## config.mk

```make
export PLATFORM = sky130hd
export DESIGN_NAME = multi_cycle_controller_flat
export DESIGN_NICKNAME = d
export VERILOG_FILES = /design/src/rtl/multi_cycle_controller_pkg.sv /design/src/rtl/multi_cycle_controller_if.sv /design/src/rtl/multi_cycle_controller_opcode_decoder.sv /design/src/rtl/multi_cycle_controller.sv /design/src/flat_wrapper.sv
export SDC_FILE = /design/constraint.sdc
export NUM_CORES = 1
export LEC_CHECK = 0
export CAP_MARGIN = 0
export CORE_UTILIZATION = 37
export DETAILED_ROUTE_END_ITERATION = 8
export GPL_TIMING_DRIVEN = 0
export PLACE_DENSITY = 0.74
export SLEW_MARGIN = 20
export SYNTH_ARGS = -nofsm -noshare
export SYNTH_HDL_FRONTEND = slang
export SYNTH_SLANG_ARGS = --single-unit
```

## constraint.sdc

```tcl
create_clock -name clk -period 1.5 [get_ports clk]
set_input_delay 0.15 -clock clk [delete_from_list [all_inputs] [get_ports clk]]
set_output_delay 0.15 -clock clk [all_outputs]
set_load 0.02 [all_outputs]
```

## src/rtl/multi_cycle_controller_pkg.sv

```systemverilog
// rtl/multi_cycle_controller_pkg.sv - shared encodings for the multi-cycle controller
package multi_cycle_controller_pkg;

  // Controller phases; every instruction starts in S_FETCH
  typedef enum logic [2:0] {
    S_FETCH     = 3'd0,
    S_DECODE    = 3'd1,
    S_EXECUTE   = 3'd2,
    S_MEM       = 3'd3,
    S_WRITEBACK = 3'd4
  } state_t;

  // Instruction type lives in op[5:3]; op[2:0] is the function / ALU code
  localparam logic [2:0] TYPE_REG   = 3'b000;
  localparam logic [2:0] TYPE_IMM   = 3'b001;
  localparam logic [2:0] TYPE_SHIFT = 3'b100;
  localparam logic [2:0] TYPE_MEM   = 3'b101;
  localparam logic [2:0] TYPE_JCOND = 3'b110;
  localparam logic [2:0] TYPE_JMP   = 3'b111;

  // Function codes within the memory type
  localparam logic [2:0] LDM_FN = 3'b000;
  localparam logic [2:0] STM_FN = 3'b001;

  localparam logic [2:0] ALU_ADD = 3'b000;

  localparam logic [1:0] PC_SRC_PLUS1  = 2'b00;
  localparam logic [1:0] PC_SRC_OFFSET = 2'b01;
  localparam logic [1:0] PC_SRC_CONST  = 2'b10;

  localparam logic [1:0] RF_IN_ALU   = 2'b00;
  localparam logic [1:0] RF_IN_MEM   = 2'b01;
  localparam logic [1:0] RF_IN_SHIFT = 2'b10;

  // One-hot opcode class bit positions
  localparam int CLS_JMP    = 0;
  localparam int CLS_JCOND  = 1;
  localparam int CLS_STM    = 2;
  localparam int CLS_LDM    = 3;
  localparam int CLS_MEMNOP = 4;
  localparam int CLS_SHIFT  = 5;
  localparam int CLS_IMM    = 6;
  localparam int CLS_REG    = 7;
  localparam int CLS_NOP    = 8;
  localparam int CLS_W      = 9;

  typedef logic [CLS_W-1:0] op_class_t;

endpackage

```

## src/rtl/multi_cycle_controller_if.sv

```systemverilog
// rtl/multi_cycle_controller_if.sv - controller to datapath/memory signal bundle
interface multi_cycle_controller_if;
  logic [5:0] mem_rdata_op;
  logic       cond_flag;
  logic       mem_ready;
  logic       mem_req;
  logic       mem_we;
  logic       mem_addr_sel;
  logic       IR_write;
  logic       PC_write;
  logic [1:0] PC_src;
  logic [2:0] ALU_op;
  logic       ALU_src;
  logic [1:0] RF_in_sel;
  logic       RF_write;
  logic       RF_dst_r2;
  logic       RF_rd2_rd;
  logic       instr_done;

  modport master (
    input  mem_rdata_op, cond_flag, mem_ready,
    output mem_req, mem_we, mem_addr_sel, IR_write, PC_write, PC_src,
           ALU_op, ALU_src, RF_in_sel, RF_write, RF_dst_r2, RF_rd2_rd, instr_done
  );

  modport slave (
    output mem_rdata_op, cond_flag, mem_ready,
    input  mem_req, mem_we, mem_addr_sel, IR_write, PC_write, PC_src,
           ALU_op, ALU_src, RF_in_sel, RF_write, RF_dst_r2, RF_rd2_rd, instr_done
  );
endinterface

```

## src/rtl/multi_cycle_controller_opcode_decoder.sv

```systemverilog
// rtl/multi_cycle_controller_opcode_decoder.sv - combinational opcode classifier
module opcode_decoder
  import multi_cycle_controller_pkg::*;
(
  input  logic [5:0] op_i,
  output op_class_t  cls_o
);

  // Priority chain keeps the class one-hot even if type fields ever overlap
  always_comb begin
    cls_o = '0;
    if (op_i[5:3] == TYPE_JMP) begin
      cls_o[CLS_JMP] = 1'b1;
    end else if (op_i[5:3] == TYPE_JCOND) begin
      cls_o[CLS_JCOND] = 1'b1;
    end else if (op_i[5:3] == TYPE_MEM) begin
      if (op_i[2:0] == STM_FN)      cls_o[CLS_STM]    = 1'b1;
      else if (op_i[2:0] == LDM_FN) cls_o[CLS_LDM]    = 1'b1;
      else                          cls_o[CLS_MEMNOP] = 1'b1;
    end else if (op_i[5:3] == TYPE_SHIFT) begin
      cls_o[CLS_SHIFT] = 1'b1;
    end else if (op_i[5:3] == TYPE_IMM) begin
      cls_o[CLS_IMM] = 1'b1;
    end else if (op_i[5:3] == TYPE_REG) begin
      cls_o[CLS_REG] = 1'b1;
    end else begin
      cls_o[CLS_NOP] = 1'b1;
    end
  end

endmodule

```

## src/rtl/multi_cycle_controller.sv

```systemverilog
// rtl/multi_cycle_controller.sv - five-phase multi-cycle CPU control FSM
module multi_cycle_controller
  import multi_cycle_controller_pkg::*;
(
  input  logic                     clk,
  input  logic                     rst,
  multi_cycle_controller_if.master ctl
);

  state_t     state_q, state_d;
  logic [5:0] op_q, op_d;
  op_class_t  cls;
  logic       is_mem;

  opcode_decoder u_opcode_decoder (
    .op_i  (op_q),
    .cls_o (cls)
  );

  assign is_mem = cls[CLS_STM] | cls[CLS_LDM] | cls[CLS_MEMNOP];

  // Phase and latched opcode registers
  always_ff @(posedge clk or posedge rst) begin
    if (rst) begin
      state_q <= S_FETCH;
      op_q    <= '0;
    end else begin
      state_q <= state_d;
      op_q    <= op_d;
    end
  end

  // Next phase and control outputs; rst masks every output so a held or
  // mid-instruction reset never leaks a memory request or register write
  always_comb begin
    state_d          = state_q;
    op_d             = op_q;
    ctl.mem_req      = 1'b0;
    ctl.mem_we       = 1'b0;
    ctl.mem_addr_sel = 1'b0;
    ctl.IR_write     = 1'b0;
    ctl.PC_write     = 1'b0;
    ctl.PC_src       = PC_SRC_PLUS1;
    ctl.ALU_op       = '0;
    ctl.ALU_src      = 1'b0;
    ctl.RF_in_sel    = RF_IN_ALU;
    ctl.RF_write     = 1'b0;
    ctl.RF_dst_r2    = 1'b0;
    ctl.RF_rd2_rd    = 1'b0;
    ctl.instr_done   = 1'b0;

    if (!rst) begin
      case (state_q)
        S_FETCH: begin
          ctl.mem_req = 1'b1;
          if (ctl.mem_ready) begin
            ctl.IR_write = 1'b1;
            op_d         = ctl.mem_rdata_op;
            state_d      = S_DECODE;
          end
        end

        S_DECODE: begin
          ctl.RF_rd2_rd = cls[CLS_STM];
          state_d       = S_EXECUTE;
        end

        S_EXECUTE: begin
          if (cls[CLS_JMP]) begin
            ctl.PC_write   = 1'b1;
            ctl.PC_src     = PC_SRC_CONST;
            ctl.instr_done = 1'b1;
            state_d        = S_FETCH;
          end else if (cls[CLS_JCOND]) begin
            ctl.PC_write   = 1'b1;
            ctl.PC_src     = ctl.cond_flag ? PC_SRC_OFFSET : PC_SRC_PLUS1;
            ctl.instr_done = 1'b1;
            state_d        = S_FETCH;
          end else if (is_mem) begin
            // Effective address is base register plus constant offset
            ctl.ALU_op  = ALU_ADD;
            ctl.ALU_src = 1'b1;
            state_d     = S_MEM;
          end else if (cls[CLS_SHIFT]) begin
            state_d = S_WRITEBACK;
          end else if (cls[CLS_IMM]) begin
            ctl.ALU_op  = op_q[2:0];
            ctl.ALU_src = 1'b1;
            state_d     = S_WRITEBACK;
          end else if (cls[CLS_REG]) begin
            ctl.ALU_op = op_q[2:0];
            state_d    = S_WRITEBACK;
          end else begin
            ctl.PC_write   = 1'b1;
            ctl.instr_done = 1'b1;
            state_d        = S_FETCH;
          end
        end

        S_MEM: begin
          ctl.mem_req      = 1'b1;
          ctl.mem_addr_sel = 1'b1;
          ctl.ALU_src      = 1'b1;
          ctl.mem_we       = cls[CLS_STM];
          ctl.RF_rd2_rd    = cls[CLS_STM];
          if (ctl.mem_ready) begin
            if (cls[CLS_LDM]) begin
              state_d = S_WRITEBACK;
            end else begin
              ctl.PC_write   = 1'b1;
              ctl.instr_done = 1'b1;
              state_d        = S_FETCH;
            end
          end
        end

        S_WRITEBACK: begin
          ctl.RF_write   = 1'b1;
          ctl.PC_write   = 1'b1;
          ctl.instr_done = 1'b1;
          if (cls[CLS_SHIFT]) begin
            ctl.RF_in_sel = RF_IN_SHIFT;
          end else if (cls[CLS_LDM]) begin
            ctl.RF_in_sel = RF_IN_MEM;
            ctl.RF_dst_r2 = 1'b1;
          end
          state_d = S_FETCH;
        end

        default: state_d = S_FETCH;
      endcase
    end
  end

endmodule

```

## src/flat_wrapper.sv

```systemverilog
// flat-port wrapper written by rule: the top's interface ports become plain ports
module multi_cycle_controller_flat import multi_cycle_controller_pkg::*;
  (clk, rst, ctl_mem_rdata_op, ctl_cond_flag, ctl_mem_ready, ctl_mem_req, ctl_mem_we, ctl_mem_addr_sel, ctl_IR_write, ctl_PC_write, ctl_PC_src, ctl_ALU_op, ctl_ALU_src, ctl_RF_in_sel, ctl_RF_write, ctl_RF_dst_r2, ctl_RF_rd2_rd, ctl_instr_done);
  multi_cycle_controller_if ctl_i ();
  input  logic clk;
  input  logic rst;
  input wire logic [$bits(ctl_i.mem_rdata_op)-1:0] ctl_mem_rdata_op;
  input wire logic [$bits(ctl_i.cond_flag)-1:0] ctl_cond_flag;
  input wire logic [$bits(ctl_i.mem_ready)-1:0] ctl_mem_ready;
  output wire logic [$bits(ctl_i.mem_req)-1:0] ctl_mem_req;
  output wire logic [$bits(ctl_i.mem_we)-1:0] ctl_mem_we;
  output wire logic [$bits(ctl_i.mem_addr_sel)-1:0] ctl_mem_addr_sel;
  output wire logic [$bits(ctl_i.IR_write)-1:0] ctl_IR_write;
  output wire logic [$bits(ctl_i.PC_write)-1:0] ctl_PC_write;
  output wire logic [$bits(ctl_i.PC_src)-1:0] ctl_PC_src;
  output wire logic [$bits(ctl_i.ALU_op)-1:0] ctl_ALU_op;
  output wire logic [$bits(ctl_i.ALU_src)-1:0] ctl_ALU_src;
  output wire logic [$bits(ctl_i.RF_in_sel)-1:0] ctl_RF_in_sel;
  output wire logic [$bits(ctl_i.RF_write)-1:0] ctl_RF_write;
  output wire logic [$bits(ctl_i.RF_dst_r2)-1:0] ctl_RF_dst_r2;
  output wire logic [$bits(ctl_i.RF_rd2_rd)-1:0] ctl_RF_rd2_rd;
  output wire logic [$bits(ctl_i.instr_done)-1:0] ctl_instr_done;
  assign ctl_i.mem_rdata_op = ctl_mem_rdata_op;
  assign ctl_i.cond_flag = ctl_cond_flag;
  assign ctl_i.mem_ready = ctl_mem_ready;
  assign ctl_mem_req = ctl_i.mem_req;
  assign ctl_mem_we = ctl_i.mem_we;
  assign ctl_mem_addr_sel = ctl_i.mem_addr_sel;
  assign ctl_IR_write = ctl_i.IR_write;
  assign ctl_PC_write = ctl_i.PC_write;
  assign ctl_PC_src = ctl_i.PC_src;
  assign ctl_ALU_op = ctl_i.ALU_op;
  assign ctl_ALU_src = ctl_i.ALU_src;
  assign ctl_RF_in_sel = ctl_i.RF_in_sel;
  assign ctl_RF_write = ctl_i.RF_write;
  assign ctl_RF_dst_r2 = ctl_i.RF_dst_r2;
  assign ctl_RF_rd2_rd = ctl_i.RF_rd2_rd;
  assign ctl_instr_done = ctl_i.instr_done;
  multi_cycle_controller u_core (.clk(clk), .rst(rst), .ctl(ctl_i));
endmodule
```

==> out/qor.yml, run 1 <==
synth_nets: 84
insertion_delay_ns: 0.26
ant_nets: 0
drt-vias-per-instance: 5.84
clkSinkCount: 9
ys_seq_elements: 9
critPathMaxFanout: 4
via_count: 800
final_layout_size_suffix_gt1_frac: 0.562
cp_num_buf_inv: 2
drv_cap: 0
power_density_mw_per_mm2: 1690
worstMarginPinSlew_ns: 0.380
rsz0062_at_grt: "true"
netSwitchingFraction: 0.457
ys_types: 32
grt_pass1_vias: 696
die-area_mm2: 0.00192
drc: 3
start_kind: "register"
seq_power_share: 0.236
p_int_mw: 1.13
die_x_um: 43.8
placement.cell_area_um2: 966
clkPwrFrac: 0.094
netlist_instances: 74
yosys_warnings: 0
core_mm2: 0.00156
n_antenna_cell: 0
io_buffers: 26
wire_per_inst_um: 17.7
grt_overflow_total: 0
outcome: "finished with violations"
core.rowCount: 14
h-tree-depth: 1
finalSetupViolCount: 12
post-route-period-util: 1.33
relSlewSlack: 0.740
period_minus_slack_ns: 2.00
drt_pass1_iterations: 6
worstPathArrival_ns: 1.85
crit_path_end_kind: "output pin"
hold_violations: 0
n_fill_cell: 96
leakagePower_nw: 0.558
syn_to_final_growth_pct: 90.3
grt_first_pass_wirelength_mm: 3.17
criticalPathCategory: "register to output pin"
clk_pin_slew_ns: 0.07
die_h_um: 43.8
antenna_found_initial: 0
vdd.ir_drop.worst_mv: 1.12
synth_top_cell_by_area: "dfrtp_1"
syn_area_per_cell_um2: 8.72
cp_slowest_cell: "or4_4"
design_area_mm2: 0.00123
pin_count: 27
pre_cts_ws_ns: -0.795
clk_path_buf_depth: 2
grt_use_total: 0.233
synth_area_leaders: "dfrtp_1 (35%), mux2_1 (10%), nor4_1 (5.8%), nor3_1 (4.7%), a21oi_1 (3.1%)"
max_stage_delay_ns: 0.60
layout_setup_ws_ns: -0.499
drt_iter0_drc: 23
seq_area_frac_synth: 0.349
synth_top_area_share: 0.349
max_freq_mhz: 500
cts-root-buf: "clkbuf_4"
final_util: 0.788
start_util: 0.414
dpl.hpwl_mm: 1.25
syn_area_um2: 646
routed_wl_mm: 2.42
violations: "design-rule violations, negative setup slack"
r2r_slack_ns: -0.01
final.setup.tns_ns: -2.63
cp_top_family: "simple AND/OR/NAND/NOR gates"
p_sw_mw: 0.952
cts_inserted_buffers: 3
grt_start_max_net_pins: 11
hp-class: "input port to asynchronous set/reset pin"
required_ns: 1.35
power_frac_comb: 0.670
drv_slew: 0
tritoncts: "built"
globalplace.congestion: 0.783
crit_path_cell_trace: "or4_4, o211ai_4, o31ai_4, buf_4, buf_6"
final_net_count: 132
fin_skew_ns: 0.00248
[tightest hold or removal path: stages]
cell and delay [ns]:
dlygate4sd2_1 0.31, clkinvlp_4 0.12, buf_4 0.19
[per-stage QoR]
step	cells	hold WS, ns	power, mW
after floorplan	74	-0.0137	1.06
after global placement	116	0.540	1.29
after detailed placement	116	0.532	1.32
after CTS	129	0.130	1.80
after global routing	137	0.172	2.19
final	137	0.154	2.08
[synthesized netlist by cell type]
cell type  number
a211o_1         1
inv_2           1
and2_1          3
nor4_1          6
xor2_1          1
o21ai_0         1
o31ai_1         1
inv_1           4
a2111oi_0       1
nor2_2          1
mux2_1          6
nand2b_1        2
buf_1           1
nor4b_1         1
nor3_1          6
o211ai_2        1
buf_6           1
o22ai_1         1
nand3b_1        1
nor3b_1         1
dfrtp_1         9
nor2_1          1
nand3_1         2
nand3_2         1
a21oi_1         4
nand2_1         5
o21ai_1         2
nor2b_1         2
or4_4           1
buf_2           3
buf_4           2
nand2_2         1
[layer usage]
metal / vias to the layer above / global-route usage / wire, um / share of wire
li1: 364 / - / - / -
met3: 10 / 0.0500 / 165 / 0.068
met4: 0 / 0.119 / 64 / 0.026
met5: - / 0 / 0 / 0
met2: 45 / 0.400 / 1310 / 0.54
met1: 381 / 0.270 / 882 / 0.36
[cell type report]
| type | instances | area [um2] | share of cell area |
|---|---|---|---|
| flip-flops and latches | 9 | 225 | 0.183 |
| well taps | 16 | 20.0 | 0.0163 |
| plain buffers | 6 | 56.3 | 0.0458 |
| repair buffers | 44 | 377 | 0.307 |
| clock buffers | 4 | 26.3 | 0.0214 |
| multi-input cells | 53 | 502 | 0.408 |
| inverters | 5 | 22.5 | 0.0183 |
[path summary, 6_finish.rpt]
check,from,to,depth (start not counted)
worst max-delay path,u_core.op_q[2]$_DFFE_PP0P_,ctl_instr_done,5
worst min-delay path,rst,u_core.op_q[5]$_DFFE_PP0P_,3
worst max register to register,u_core.state_q[2]$_DFFE_PP0P_,u_core.op_q[2]$_DFFE_PP0P_,6
worst min register to register,u_core.op_q[1]$_DFFE_PP0P_,u_core.op_q[1]$_DFFE_PP0P_,1
max in group asynchronous,rst,u_core.op_q[0]$_DFFE_PP0P_,3
min in group clk,ctl_mem_rdata_op[0],u_core.op_q[0]$_DFFE_PP0P_,2
[sequential cells by signal, summed over array words and instances (netlist names)]
name            count
u_core.op_q         6
u_core.state_q      3
[power groups by stage]
stage / registers, mW / clock network, mW / logic, mW
floorplan: 0.445 / 0 / 0.610
global placement: 0.468 / 0 / 0.826
detailed placement: 0.475 / 0 / 0.842
CTS: 0.470 / 0.195 / 1.14
global route: 0.503 / 0.213 / 1.47
finish: 0.492 / 0.195 / 1.39
[what timing repair did]
item	in CTS	in global routing
gates resized for setup	103	23
pin swaps	7	3
hold buffers	0	0
setup buffers	9	9
endpoints found under the setup margin	17	20
[kinds of logic after synthesis]
kind of cell / share of synthesized area
compound gates: 0.122
xor+xnor: 0.0136
buf+inv: 0.0988
flops: 0.349
mux: 0.105
simple gates: 0.312
[placed cells by master (no fill, tap or decap), types with 5 or more instances in the layout]
| cell | Yosys | final |
|---|---|---|
| buf_6 | 1 | 13 |
| dfrtp_1 | 9 | 9 |
| clkdlybuf4s50_1 | 0 | 8 |
| buf_2 | 3 | 5 |
| buf_4 | 2 | 23 |
| mux2_1 | 6 | 5 |
No activity file was read; power rests on OpenSTA's default activity.
==> run 2, diff against run 1 <==
- CORE_UTILIZATION: 37 -> 40
- PLACE_DENSITY: 0.74 -> 0.76
- SLEW_MARGIN: 20 -> 15
- clock period: 1.5 -> 2.56 ns (I/O delays scaled with it)
==> run 2 against run 1 <==
The flow now finishes without violations. Power down 58%. Sequential cell count is the same. Setup slack better by 0.57 ns. Global-route usage shrank 3.9 points. Clock skew is 0.0024 ns higher. Sequential share of layout area up 4.6 points. Die area fell by 7.2%. Utilization is 14 points lower. Clock-buffer cell count decreased by 1. Design area shrank 20%. Largest power group unchanged.
==> out/qor.yml, run 2 (synthesis gave the netlist of run 1 again) <==
antenna_found_initial: 0  # unchanged
holdBufCountCts: 0  # unchanged
fin_total_pwr_mw: 0.872  # -58%
fin_skew_ns: 0.00491  # +0.00243 ns
clk_pin_slew_ns: 0.07  # about the same
final.setup.tns_ns: 0  # +2.63 ns
io_buffers: 26  # unchanged
hp-class: "input port to asynchronous set/reset pin"
grt_first_pass_wirelength_mm: 2.67  # -16%
crit_path_cell_trace: "buf_6, or4_4, o211ai_2, o31ai_1, buf_4, clkdlybuf4s50_1"
n_fill_cell: 121  # +26%
largest_register: "u_core.op_q"
cp_slowest_cell: "or4_4"
power_density_mw_per_mm2: 889  # -48%
cts_inserted_buffers: 3  # unchanged
worstPathArrival_ns: 2.23  # +0.38 ns
clk_path_buf_depth: 2  # unchanged
required_ns: 2.30  # +0.95 ns
hold_violations: 0  # unchanged
critPathMaxFanout: 10  # +6
drv_slew: 0  # unchanged
core.rowCount: 14  # unchanged
cts-root-buf: "clkbuf_4"
drt-vias-per-instance: 5.26  # -10%
rsz0062_at_grt: "false"
start_kind: "register"
drv_cap: 0  # unchanged
drt_pass1_iterations: 4  # -2
ant_nets: 0  # unchanged
die_x_um: 42.2  # -3.6%
insertion_delay_ns: 0.26  # about the same
cp_num_buf_inv: 3  # +1
layout_common_cells: "clkdlybuf4s50_1 (26), dfrtp_1 (9), mux2_1 (6), nor4_1 (5), nand2_1 (5)"
largest_reg_flops: 6  # unchanged
syn_to_final_growth_pct: 51.9
r2r_slack_ns: 1.11  # +1.12 ns
max_stage_delay_ns: 0.52  # -0.08 ns
layout_commonest_cell: "clkdlybuf4s50_1"
top_regs: "u_core.op_q (6), u_core.state_q (3)"
grt_overflow_total: 0  # unchanged
core_mm2: 0.00151  # -3.4%
outcome: "completed"
wire_per_inst_um: 13.4  # -24%
relSlewSlack: 0.761  # +0.0205
grt_pass1_vias: 585  # -16%
period_minus_slack_ns: 2.49
post-route-period-util: 0.972
n_antenna_cell: 0  # unchanged
crit_path_end_kind: "output pin"
start_util: 0.429  # +0.0144
routed_wl_mm: 1.61  # -33%
tritoncts: "built"
fin_cells: 120  # -12%
grt_use_total: 0.194  # -0.0394
final_net_count: 115  # -13%
globalplace.congestion: 0.802  # +2.5%
clkSinkCount: 9  # unchanged
leakagePower_nw: 0.388  # -30%
h-tree-depth: 1  # unchanged
drc: 0  # -3
drt_iter0_drc: 7  # -70%
finalSetupViolCount: 0  # -12
via_count: 631  # -21%
final_layout_size_suffix_gt1_frac: 0.202  # -0.360
grt_start_max_net_pins: 11  # unchanged
criticalPathCategory: "register to output pin"
pin_count: 27  # unchanged
max_freq_mhz: 402
dpl.hpwl_mm: 1.15  # -7.8%
vdd.ir_drop.worst_mv: 0.523  # -53%
worstMarginPinSlew_ns: 0.350  # -0.0300 ns
dp.cells: 116  # unchanged
cp_top_family: "buffers and inverters"
die_h_um: 42.2  # -3.6%
die-area_mm2: 0.00178  # -7.2%
[run 2: changes by cell type in the layout (fill, tap and decap cells not counted), sizes merged]
cell / previous run / this run
buf: 41 / 6
dlygate4sd2: 1 / 0
clkdlybuf4s50: 8 / 26
clkinv: 0 / 1
[run 2: cell type report]
class,instances,area (um2),area share
inverter,5,22.5,0.0230
clock inverter,1,5.00,0.00510
tap,16,20.0,0.0204
multi-input combinational,53,379,0.386
timing repair buffer,26,260,0.265
buffer,7,46.3,0.0472
clock buffer,3,22.5,0.0230
sequential,9,225,0.230
[run 2: through the flow]
step                      hold slack [ns]   util  cell area (um2)  worst slack (ns)
after detailed placement            0.571  0.615              926           -0.0212
after floorplan                    0.0923      -              646             0.532
after CTS                           0.333  0.639              962           0.00783
after global routing                0.347  0.651              981           0.00280
after global placement              0.556  0.615              926            0.0203
final                               0.331  0.651              981            0.0718
[run 2: what timing repair did]
item | 4_1_cts | 5_1_grt
endpoints found under the setup margin | 1 | 5
buffers inserted | 0 | 0
resized for setup | 2 | 4
[run 2: per-layer routing]
metal,GRT usage,up-vias,wire length [um]
li1,-,322,-
met4,0.0688,0,0
met5,0,-,0
met3,0.0388,0,50
met2,0.314,17,812
met1,0.255,292,746
[run 2: worst paths after layout]
path | start | endpoint | depth (start not counted)
max in group asynchronous | rst | u_core.state_q[1]$_DFFE_PP0P_ | 2
max | u_core.op_q[4]$_DFFE_PP0P_ | ctl_instr_done | 6
min in group clk | ctl_mem_rdata_op[0] | u_core.op_q[0]$_DFFE_PP0P_ | 2
min | rst | u_core.op_q[5]$_DFFE_PP0P_ | 2
min reg2reg | u_core.op_q[2]$_DFFE_PP0P_ | u_core.op_q[2]$_DFFE_PP0P_ | 1
max reg2reg | u_core.state_q[2]$_DFFE_PP0P_ | u_core.op_q[5]$_DFFE_PP0P_ | 4
[run 2: power breakdown]
group / internal (mW) / leakage, nW / switching [mW]
clock: 0.0577 / 0.0177 / 0.0554
combinational: 0.215 / 0.260 / 0.269
sequential: 0.209 / 0.110 / 0.0661
total: 0.482 / 0.388 / 0.391
==> run 3, diff against run 2 <==
- RECOVER_POWER: default -> 100
==> run 3 against run 2 <==
First-iteration DRC count is 86% higher. Setup slack better by 0.013 ns. Via count is 1.4% lower. Sequential power hardly changed. Power is 1.8% lower. Sequential share of layout area is 0.12 points higher. Maximum frequency is 0.55% higher. Wire length is 2.4% lower. Die area stayed put. Critical path depth is 1 lower. Final cell count stayed put. Largest cell class unchanged. Highest routed layer unchanged.
==> out/qor.yml, run 3 (synthesis gave the netlist of run 1 again) <==
final_net_count: 115  # unchanged
globalplace.congestion: 0.802  # unchanged
period_minus_slack_ns: 2.47  # -0.0135 ns
core.rowCount: 14  # unchanged
worstMarginPinSlew_ns: 0.346  # -0.00377 ns
io_buffers: 26  # unchanged
drv_slew: 0  # unchanged
fin_cells: 120  # unchanged
finalSetupViolCount: 0  # unchanged
leakagePower_nw: 0.421  # +8.3%
via_count: 622  # -1.4%
antenna_found_initial: 0  # unchanged
layout_common_cells: "clkdlybuf4s50_1 (15), dlygate4sd3_1 (11), dfrtp_1 (9), mux2_1 (6)"
max_freq_mhz: 404  # +0.55%
grt_use_total: 0.194  # unchanged
r2r_end: "u_core.op_q[3]$_DFFE_PP0P_"
required_ns: 2.30  # about the same
use_met2: 0.314  # unchanged
power_density_mw_per_mm2: 877  # -1.3%
largest_reg_flops: 6  # unchanged
syn_to_final_growth_pct: 51.2
path_depth: 5  # -1
reg2reg_from: "u_core.state_q[2]$_DFFE_PP0P_"
cp_top_family: "buffers and inverters"
h-tree-depth: 1  # unchanged
dpl.hpwl_mm: 1.15  # unchanged
vdd.ir_drop.worst_mv: 0.519  # -0.63%
grt_first_pass_wirelength_mm: 2.67  # unchanged
pin_count: 27  # unchanged
criticalPathCategory: "register to output pin"
drt-vias-per-instance: 5.18  # -1.4%
cts_inserted_buffers: 3  # unchanged
n_fill_cell: 122  # +0.83%
hold_violations: 0  # unchanged
top_regs: "u_core.op_q (6), u_core.state_q (3)"
wire_per_inst_um: 13.1  # -2.4%
start_kind: "register"
core_mm2: 0.00151  # unchanged
n_antenna_cell: 0  # unchanged
grt_pass1_vias: 585  # unchanged
critPathMaxFanout: 10  # unchanged
worst_r2r_path_depth: 4  # unchanged
cts-root-buf: "clkbuf_4"
clk_pin_slew_ns: 0.07  # about the same
die_x_um: 42.2  # unchanged
grt_start_max_net_pins: 11  # unchanged
cp_num_buf_inv: 2  # -1
cp-startpoint: "u_core.op_q[4]$_DFFE_PP0P_"
busiest_layer: "met2"
start_util: 0.429  # unchanged
outcome: "completed"
hp-class: "input port to asynchronous set/reset pin"
hold_slack_ns: 0.330  # -0.00111 ns
crit_path_end_kind: "output pin"
use_met1: 0.255  # unchanged
routed_wl_mm: 1.57  # -2.4%
clkSinkCount: 9  # unchanged
layout_commonest_cell: "clkdlybuf4s50_1"
die_h_um: 42.2  # unchanged
final_layout_size_suffix_gt1_frac: 0.192  # -0.00962
drc: 0  # unchanged
drt_pass1_iterations: 2  # -2
cp_slowest_cell: "dlygate4sd3_1"
crit_path_cell_trace: "buf_6, or4_4, o211ai_2, o31ai_1, dlygate4sd3_1"
drt_iter0_drc: 13  # +6
largest_register: "u_core.op_q"
post-route-period-util: 0.967  # -0.00527
cp-endpoint: "ctl_PC_write"
use_met3: 0.0388  # unchanged
worstPathArrival_ns: 2.22  # about the same
drv_cap: 0  # unchanged
relSlewSlack: 0.763  # +0.00258
dp.cells: 116  # unchanged
rsz0062_at_grt: "false"
r2r_slack_ns: 0.98  # -0.13 ns
max_stage_delay_ns: 0.66  # +0.14 ns
cts_setup_buffers: 0  # unchanged
clk_path_buf_depth: 2  # unchanged
fin_skew_ns: 0.00273  # -0.00218 ns
grt_overflow_total: 0  # unchanged
insertion_delay_ns: 0.26  # about the same
tritoncts: "built"
ant_nets: 0  # unchanged
die-area_mm2: 0.00178  # unchanged
[run 3: changes by cell type in the layout (fill, tap and decap cells not counted)]
cell and change:
and2_0 +2, clkdlybuf4s50_1 -11, nand3_1 +1, and2_1 -2, nand3_2 -1, dlygate4sd3_1 +11
[run 3: how the worst min path moves through the flow]
stage / end / slack (ns) / from
after global routing: u_core.op_q[3]$_DFFE_PP0P_ / 0.35 / rst
after CTS: u_core.state_q[0]$_DFFE_PP0P_ / 0.33 / rst
after floorplan: u_core.op_q[0]$_DFFE_PP0P_ / 0.09 / rst
after global placement: u_core.op_q[1]$_DFFE_PP0P_ / 0.56 / u_core.op_q[1]$_DFFE_PP0P_
final: u_core.op_q[3]$_DFFE_PP0P_ / 0.33 / rst
after detailed placement: u_core.op_q[2]$_DFFE_PP0P_ / 0.57 / u_core.op_q[2]$_DFFE_PP0P_
[run 3: worst reg2reg max path: cells and delay by family (launching register included)]
family,cells,cell delay [ns]
buffers and inverters,1,0.19
flip-flops,1,0.35
multiplexers,1,0.42
AND/OR/NAND/NOR,2,0.51
[run 3: area by class of cell]
class                           instances  area (um2)  area share
Multi-Input combinational cell         53         374       0.383
Inverter                                5        22.5      0.0231
Sequential cell                         9         225       0.231
Clock inverter                          1        5.00     0.00513
Timing Repair Buffer                   26         260       0.267
Clock buffer                            3        22.5      0.0231
Buffer                                  7        46.3      0.0474
Tap cell                               16        20.0      0.0205
[run 3: layer usage]
layer	wire length (um)	vias up	part of all wire
met1	735	283	0.47
li1	-	322	-
met4	0	0	0
met2	784	17	0.50
met3	51	0	0.032
met5	0	-	0
[run 3: where the power goes]
group          internal, mW  switching (mW)
clock network        0.0577          0.0563
registers             0.209          0.0658
logic                 0.204           0.263
[run 3: timing repair]
action                     in CTS  in global routing
gates resized for setup         2                  4
setup endpoints to repair       1                  5
hold buffers                    0                  0
pin swaps                       0                  0
[run 3: per-stage QoR]
step / TNS [ns] / setup slack [ns] / power, mW / util / instance area [um2]
global route: 0 / 0.00682 / 0.926 / 0.648 / 976
CTS: 0 / 0.00783 / 0.862 / 0.639 / 962
floorplan: 0 / 0.532 / 0.597 / - / 646
global placement: 0 / 0.0203 / 0.733 / 0.615 / 926
detailed placement: -0.0212 / -0.0212 / 0.742 / 0.615 / 926
finish: 0 / 0.0853 / 0.856 / 0.648 / 976
